File: config.mk
export PLATFORM = sky130hd
export DESIGN_NAME = alarm_ctrl
export DESIGN_NICKNAME = d
export VERILOG_FILES = /design/src/rtl/clock_pkg.sv /design/src/rtl/alarm_ctrl_beep_gen.sv /design/src/rtl/alarm_ctrl.sv
export SDC_FILE = /design/constraint.sdc
export NUM_CORES = 1
export LEC_CHECK = 0
export BUFFER_PORTS_ARGS = -buffer_cell sky130_fd_sc_hd__clkbuf_2
export CORE_ASPECT_RATIO = 1.75
export CORE_MARGIN = 10
export CORE_UTILIZATION = 54
export CTS_BUF_LIST = sky130_fd_sc_hd__clkbuf_8
export CTS_CLUSTER_DIAMETER = 80
export CTS_CLUSTER_SIZE = 30
export DETAILED_ROUTE_END_ITERATION = 10
export MAX_ROUTING_LAYER = met4
export PLACE_DENSITY = 0.91
export SETUP_SLACK_MARGIN = 0.2
export SLEW_MARGIN = 20
export SYNTH_ARGS = -nofsm -noshare
export SYNTH_HDL_FRONTEND = slang
export SYNTH_HIERARCHICAL = 1
export SYNTH_SLANG_ARGS = --single-unit
File: constraint.sdc
create_clock -name clk -period 2.65 [get_ports clk]
set_clock_uncertainty 0.15 [all_clocks]
set_input_delay 0.3975 -clock clk [delete_from_list [all_inputs] [get_ports clk]]
set_output_delay 0.3975 -clock clk [all_outputs]
set_load 0.03 [all_outputs]
File: src/rtl/clock_pkg.sv
// rtl/clock_pkg.sv - shared alarm types, limits and reset defaults
//
// Purpose : Holds the alarm FSM state type, the calendar limits and the
//           alarm register reset values used by alarm_ctrl.
// Ports   : none (package)
package clock_pkg;

  typedef enum logic [1:0] {
    IDLE    = 2'd0,
    RINGING = 2'd1,
    SNOOZE  = 2'd2
  } alarm_state_t;

  localparam int unsigned MAX_HOUR      = 23;
  localparam int unsigned MAX_MINUTE    = 59;
  localparam int unsigned SECS_PER_MIN  = 60;
  localparam int unsigned DAYS_PER_WEEK = 7;

  localparam logic [4:0] RST_ALARM_HOUR   = 5'd7;
  localparam logic [5:0] RST_ALARM_MINUTE = 6'd0;
  localparam logic [6:0] RST_WEEK_MASK    = 7'b0011111;

  // Weekdays are numbered 1..7; anything else never matches.
  function automatic logic week_match(input logic [6:0] mask, input logic [10:0] week);
    logic hit;
    hit = 1'b0;
    if (week >= 11'd1 && week <= 11'(DAYS_PER_WEEK)) begin
      hit = mask[week[2:0] - 3'd1];
    end
    return hit;
  endfunction

endpackage

File: src/rtl/alarm_ctrl_beep_gen.sv
// rtl/alarm_ctrl_beep_gen.sv - square-wave buzzer divider
//
// Purpose : While en_i is high, counts clk cycles 0..BEEP_DIV-1 and toggles
//           the output on each wrap. Held at 0 while en_i is low, so every
//           enable starts a fresh waveform.
// Ports   : clk, rst (async, active-high), en_i (run), beep_o (square wave)
module beep_gen #(
  parameter int unsigned BEEP_DIV = 25000
) (
  input  logic clk,
  input  logic rst,
  input  logic en_i,
  output logic beep_o
);

  localparam int unsigned W = $clog2(BEEP_DIV);

  logic [W-1:0] cnt_q, cnt_d;
  logic         beep_q, beep_d;
  logic         wrap;

  assign wrap = (cnt_q == W'(BEEP_DIV - 1));

  always_comb begin
    cnt_d  = '0;
    beep_d = 1'b0;
    if (en_i) begin
      cnt_d  = wrap ? '0 : cnt_q + W'(1);
      beep_d = wrap ? ~beep_q : beep_q;
    end
  end

  always_ff @(posedge clk or posedge rst) begin
    if (rst) begin
      cnt_q  <= '0;
      beep_q <= 1'b0;
    end else begin
      cnt_q  <= cnt_d;
      beep_q <= beep_d;
    end
  end

  // Gate with the enable so the buzzer drops in the same cycle ringing does.
  assign beep_o = beep_q & en_i;

endmodule

File: src/rtl/alarm_ctrl.sv
// rtl/alarm_ctrl.sv - alarm compare, ring/snooze/stop FSM and buzzer
//
// Purpose : Compares live time-of-day against a programmed alarm with a
//           weekday mask, runs the ring/snooze/stop state machine and drives
//           a square-wave buzzer while ringing.
// Ports   : clk, rst (async, active-high), sec_tick (1 Hz pulse),
//           cur_hour/minute/second/week (live time), set_en/set_hour/
//           set_minute/set_week_mask (alarm programming), alarm_enable,
//           btn_snooze, btn_stop, buzzer, ringing, snoozing,
//           alarm_hour/alarm_minute/alarm_week_mask (programmed alarm).
module alarm_ctrl
  import clock_pkg::*;
#(
  parameter int unsigned SNOOZE_MIN     = 5,
  parameter int unsigned RING_TIMEOUT_S = 60,
  parameter int unsigned BEEP_DIV       = 25000
) (
  input  logic        clk,
  input  logic        rst,
  input  logic        sec_tick,
  input  logic [10:0] cur_hour,
  input  logic [10:0] cur_minute,
  input  logic [10:0] cur_second,
  input  logic [10:0] cur_week,
  input  logic        set_en,
  input  logic [4:0]  set_hour,
  input  logic [5:0]  set_minute,
  input  logic [6:0]  set_week_mask,
  input  logic        alarm_enable,
  input  logic        btn_snooze,
  input  logic        btn_stop,
  output logic        buzzer,
  output logic        ringing,
  output logic        snoozing,
  output logic [4:0]  alarm_hour,
  output logic [5:0]  alarm_minute,
  output logic [6:0]  alarm_week_mask
);

  localparam logic [11:0] SNOOZE_LOAD = 12'(SNOOZE_MIN * SECS_PER_MIN);
  localparam logic [7:0]  RING_LIMIT  = 8'(RING_TIMEOUT_S);

  alarm_state_t state_q, state_d;
  logic [7:0]   ring_cnt_q, ring_cnt_d;
  logic [11:0]  snooze_cnt_q, snooze_cnt_d;
  logic [4:0]   alarm_hour_q, alarm_hour_d;
  logic [5:0]   alarm_minute_q, alarm_minute_d;
  logic [6:0]   alarm_mask_q, alarm_mask_d;

  logic       set_ok;
  logic       match;
  logic [7:0] ring_cnt_inc;

  assign set_ok = (set_hour <= 5'(MAX_HOUR)) && (set_minute <= 6'(MAX_MINUTE));

  // Only second 0 of the programmed minute can fire, so one alarm per day.
  assign match = sec_tick && alarm_enable
              && (cur_hour   == {6'd0, alarm_hour_q})
              && (cur_minute == {5'd0, alarm_minute_q})
              && (cur_second == 11'd0)
              && week_match(alarm_mask_q, cur_week);

  assign ring_cnt_inc = ring_cnt_q + 8'd1;

  always_comb begin
    alarm_hour_d   = alarm_hour_q;
    alarm_minute_d = alarm_minute_q;
    alarm_mask_d   = alarm_mask_q;
    if (set_en && set_ok) begin
      alarm_hour_d   = set_hour;
      alarm_minute_d = set_minute;
      alarm_mask_d   = set_week_mask;
    end
  end

  always_comb begin
    state_d      = state_q;
    ring_cnt_d   = ring_cnt_q;
    snooze_cnt_d = snooze_cnt_q;
    if (!alarm_enable || set_en) begin
      state_d = IDLE;
    end else begin
      unique case (state_q)
        IDLE: begin
          if (match) begin
            state_d    = RINGING;
            ring_cnt_d = 8'd0;
          end
        end
        RINGING: begin
          if (sec_tick) ring_cnt_d = ring_cnt_inc;
          if (btn_stop) begin
            state_d = IDLE;
          end else if (btn_snooze) begin
            state_d      = SNOOZE;
            snooze_cnt_d = SNOOZE_LOAD;
          end else if (sec_tick && ring_cnt_inc == RING_LIMIT) begin
            state_d = IDLE;
          end
        end
        SNOOZE: begin
          if (sec_tick) snooze_cnt_d = snooze_cnt_q - 12'd1;
          if (btn_stop) begin
            state_d = IDLE;
          end else if (sec_tick && snooze_cnt_q == 12'd1) begin
            state_d    = RINGING;
            ring_cnt_d = 8'd0;
          end
        end
        default: state_d = IDLE;
      endcase
    end
  end

  always_ff @(posedge clk or posedge rst) begin
    if (rst) begin
      state_q        <= IDLE;
      ring_cnt_q     <= 8'd0;
      snooze_cnt_q   <= 12'd0;
      alarm_hour_q   <= RST_ALARM_HOUR;
      alarm_minute_q <= RST_ALARM_MINUTE;
      alarm_mask_q   <= RST_WEEK_MASK;
    end else begin
      state_q        <= state_d;
      ring_cnt_q     <= ring_cnt_d;
      snooze_cnt_q   <= snooze_cnt_d;
      alarm_hour_q   <= alarm_hour_d;
      alarm_minute_q <= alarm_minute_d;
      alarm_mask_q   <= alarm_mask_d;
    end
  end

  beep_gen #(
    .BEEP_DIV(BEEP_DIV)
  ) u_beep_gen (
    .clk   (clk),
    .rst   (rst),
    .en_i  (ringing),
    .beep_o(buzzer)
  );

  assign ringing         = (state_q == RINGING);
  assign snoozing        = (state_q == SNOOZE);
  assign alarm_hour      = alarm_hour_q;
  assign alarm_minute    = alarm_minute_q;
  assign alarm_week_mask = alarm_mask_q;

endmodule

==> flow_summary.toml <==
[critical_path]
worstPathRequired_ns = 2.72
worstPathArrival_ns = 2.45
r2r_slack_ns = 0.30
startpoint = "cur_week[0]"
cp-start-kind = "input port"
r2r-end = "ring_cnt_q[0]"
endpoint_kind = "flop"
r2r_start = "snooze_cnt_q[6]"
cp_max_fo = 4
crit_type = "input port to flop"
rr_worst_depth = 6

[synth]
synth.avg_cell_area_um2 = 9.99
synth_top_family_by_area = "simple AND/OR/NAND/NOR gates"
synth_compound_area_frac = 0.0721
synthMuxAreaShare = 0.0818
synth_adder_area_share = 0.0322
synthFlopType = "dfrtp_1"
synth-seq-cells = 56
yosys.area_share.simple = 0.238
syn_area_um2 = 3110
synthTopCellsByArea = "dfrtp_1 39%, dfstp_2 6.8%, mux2_2 6.2%"
synthArstFlopShare = 1.00
synth_top_area_cell = "dfrtp_1"
synth_cells = 311
synth_xor_area_frac = 0.0959
synth_top_area_share = 0.387
yosysSeqAreaShare = 0.454
synth.net_count = 388
synth-edff-count = 0
yosysWarnings = 6
ys_types = 53

[power]
powerDensity_nw_per_um2 = 501
total_leakage_power_nw = 1.79
ir_drop_mv = 0.367
total_power_mw = 1.90

[clocking]
hold_buffers = 0
cts_tree = "yes"
htreeDepth = 2
cts_setup_buffers = 0
cts_inserted_buffers = 5
path_clk_slew_ns = 0.10
clock_sinks = 56
clk_latency_ns = 0.31
cts-root-buf = "clkbuf_8"
clockBufferDepth = 2

[floorplan]
die_h_um = 120
die-area_um2 = 9310
dieWidth_um = 77.3
coreArea_um2 = 5590
ios = 90
rows = 36
start_util = 0.556

[sta]
tightest_slew_ns = 0.671
rsz0062_at_grt = "true"
hold_viol_final = 16
timing.fmax_mhz = 420
maxSlewHeadroom = 0.552
drv_slew = 0
setup_viol = 0
min_period_ns = 2.38
min_period_over_period = 0.899
setup_ws_ns = 0.267
whs_ns = -0.0169

[route]
avgViaCountPerCell = 5.69
firstDrtPassIters = 4
first_iter_violations = 126
ant_nets = 0
vias = 2737
drc = 0
routed_wl_mm = 8.37
wl_per_cell_um = 17.4

[cells_and_area]
fin_util = 0.680
final_net_count = 481
syn_to_final_growth_pct = 22.3
mostFrequentLayoutCells = "89 x clkbuf_2, 48 x dfrtp_1, 36 x nor2_1"
drive_above_1_share = 0.351
num_antenna_cells = 0
fillCellCount = 473
final_common_cell = "clkbuf_2"

[outcome]
violations = "hold timing"
status = "finished, violations left"

[global_route]
antenna_found_initial = 0
grt_pass1_vias = 3098
grt_max_degree = 41
grt_pass1_wl_mm = 14.2
overflow = 0
grtUsageTotal = 0.188

[place]
portBuffers = 89
pre_cts_ws_ns = -0.0453
gp_congestion = 0.857
dp_hpwl_mm = 6.59

[hold_path]
hold_path.class = "input port to async pin"

[run]
maxCapViolCount = 0
## cell families (layout without fill, tap and decap cells)
logic type / count (synthesis) / count (layout)
simple gates: 140 / 140
mux: 22 / 22
flops: 56 / 56
compound gates: 32 / 32
fa+ha+maj: 8 / 8
xor+xnor: 34 / 34
buf+inv: 19 / 113
## layout make-up
class,instances,area [um^2],area share
multi-input cells,236,1640,0.433
flip-flops and latches,56,1410,0.371
repair buffers,93,475,0.125
clock buffers,7,96.3,0.0254
well taps,76,95.1,0.0250
inverters,12,47.5,0.0125
clock inverters,1,30.0,0.00790
## repair_timing
item | 4_1_cts | 5_1_grt
setup endpoints to repair | 0 | 8
endpoints found under the hold margin | 0 | 0
gates resized for setup | 0 | 5
## registers in the layout, indices dropped and copies added, names as in the netlist
name and count:
u_beep_gen/cnt_q 15, u_beep_gen/beep_q 1, alarm_minute 6, snooze_cnt_q 12, alarm_hour 5, ring_cnt_q 8
alarm_week_mask 7, state_q 2
## where the power goes
part           internal (mW)  switching, mW  leakage (nW)
Clock                  0.334          0.271        0.0645
Combinational          0.144          0.197          1.00
Sequential             0.911         0.0459         0.720
## worst max path at each step
stage	to	slack [ns]	cells after the start
after floorplan	state_q[0]	0.27	8
after global placement	ring_cnt_q[4]	0.06	9
after detailed placement	ring_cnt_q[4]	-0.05	9
after CTS	snooze_cnt_q[8]	0.21	7
after global routing	state_q[0]	0.19	9
final	state_q[0]	0.27	9
## synth_stat cells (5+ instances only)
cell type,number
a21oi_1,10
and2_1,5
clkbuf_1,5
dfrtp_1,48
dfstp_2,8
ha_1,8
inv_1,10
mux2_2,17
nand2_1,24
nand2b_1,5
nand3_1,17
nand4_1,11
nor2_1,36
nor3_1,5
nor4_1,9
or3_1,6
xnor2_1,14
xor2_1,20
## worst max-delay path, stage by stage
cell      delay (ns)
clkbuf_2        0.10
inv_1           0.06
ha_1            0.38
mux2i_1         0.16
mux4_2          0.46
nor3_1          0.21
nand3_1         0.18
mux2_2          0.32
o32ai_2         0.19
## metal layers
| metal | track usage | part of all wire |
|---|---|---|
| met4 | 0.0814 | 0.043 |
| met3 | 0.0297 | 0.034 |
| met2 | 0.356 | 0.57 |
| met5 | - | 0 |
| met1 | 0.181 | 0.36 |
## per-stage QoR
step | cells | hold slack (ns) | instance area [um^2] | TNS [ns]
finish | 481 | -0.0169 | 3800 | 0
global route | 481 | 0.0567 | 3800 | 0
CTS | 481 | 0.00222 | 3770 | 0
detailed placement | 473 | 0.331 | 3640 | -0.195
global placement | 473 | 0.326 | 3640 | 0
floorplan | 311 | 0.161 | 3110 | 0
No activity file was read; power rests on OpenSTA's default activity.
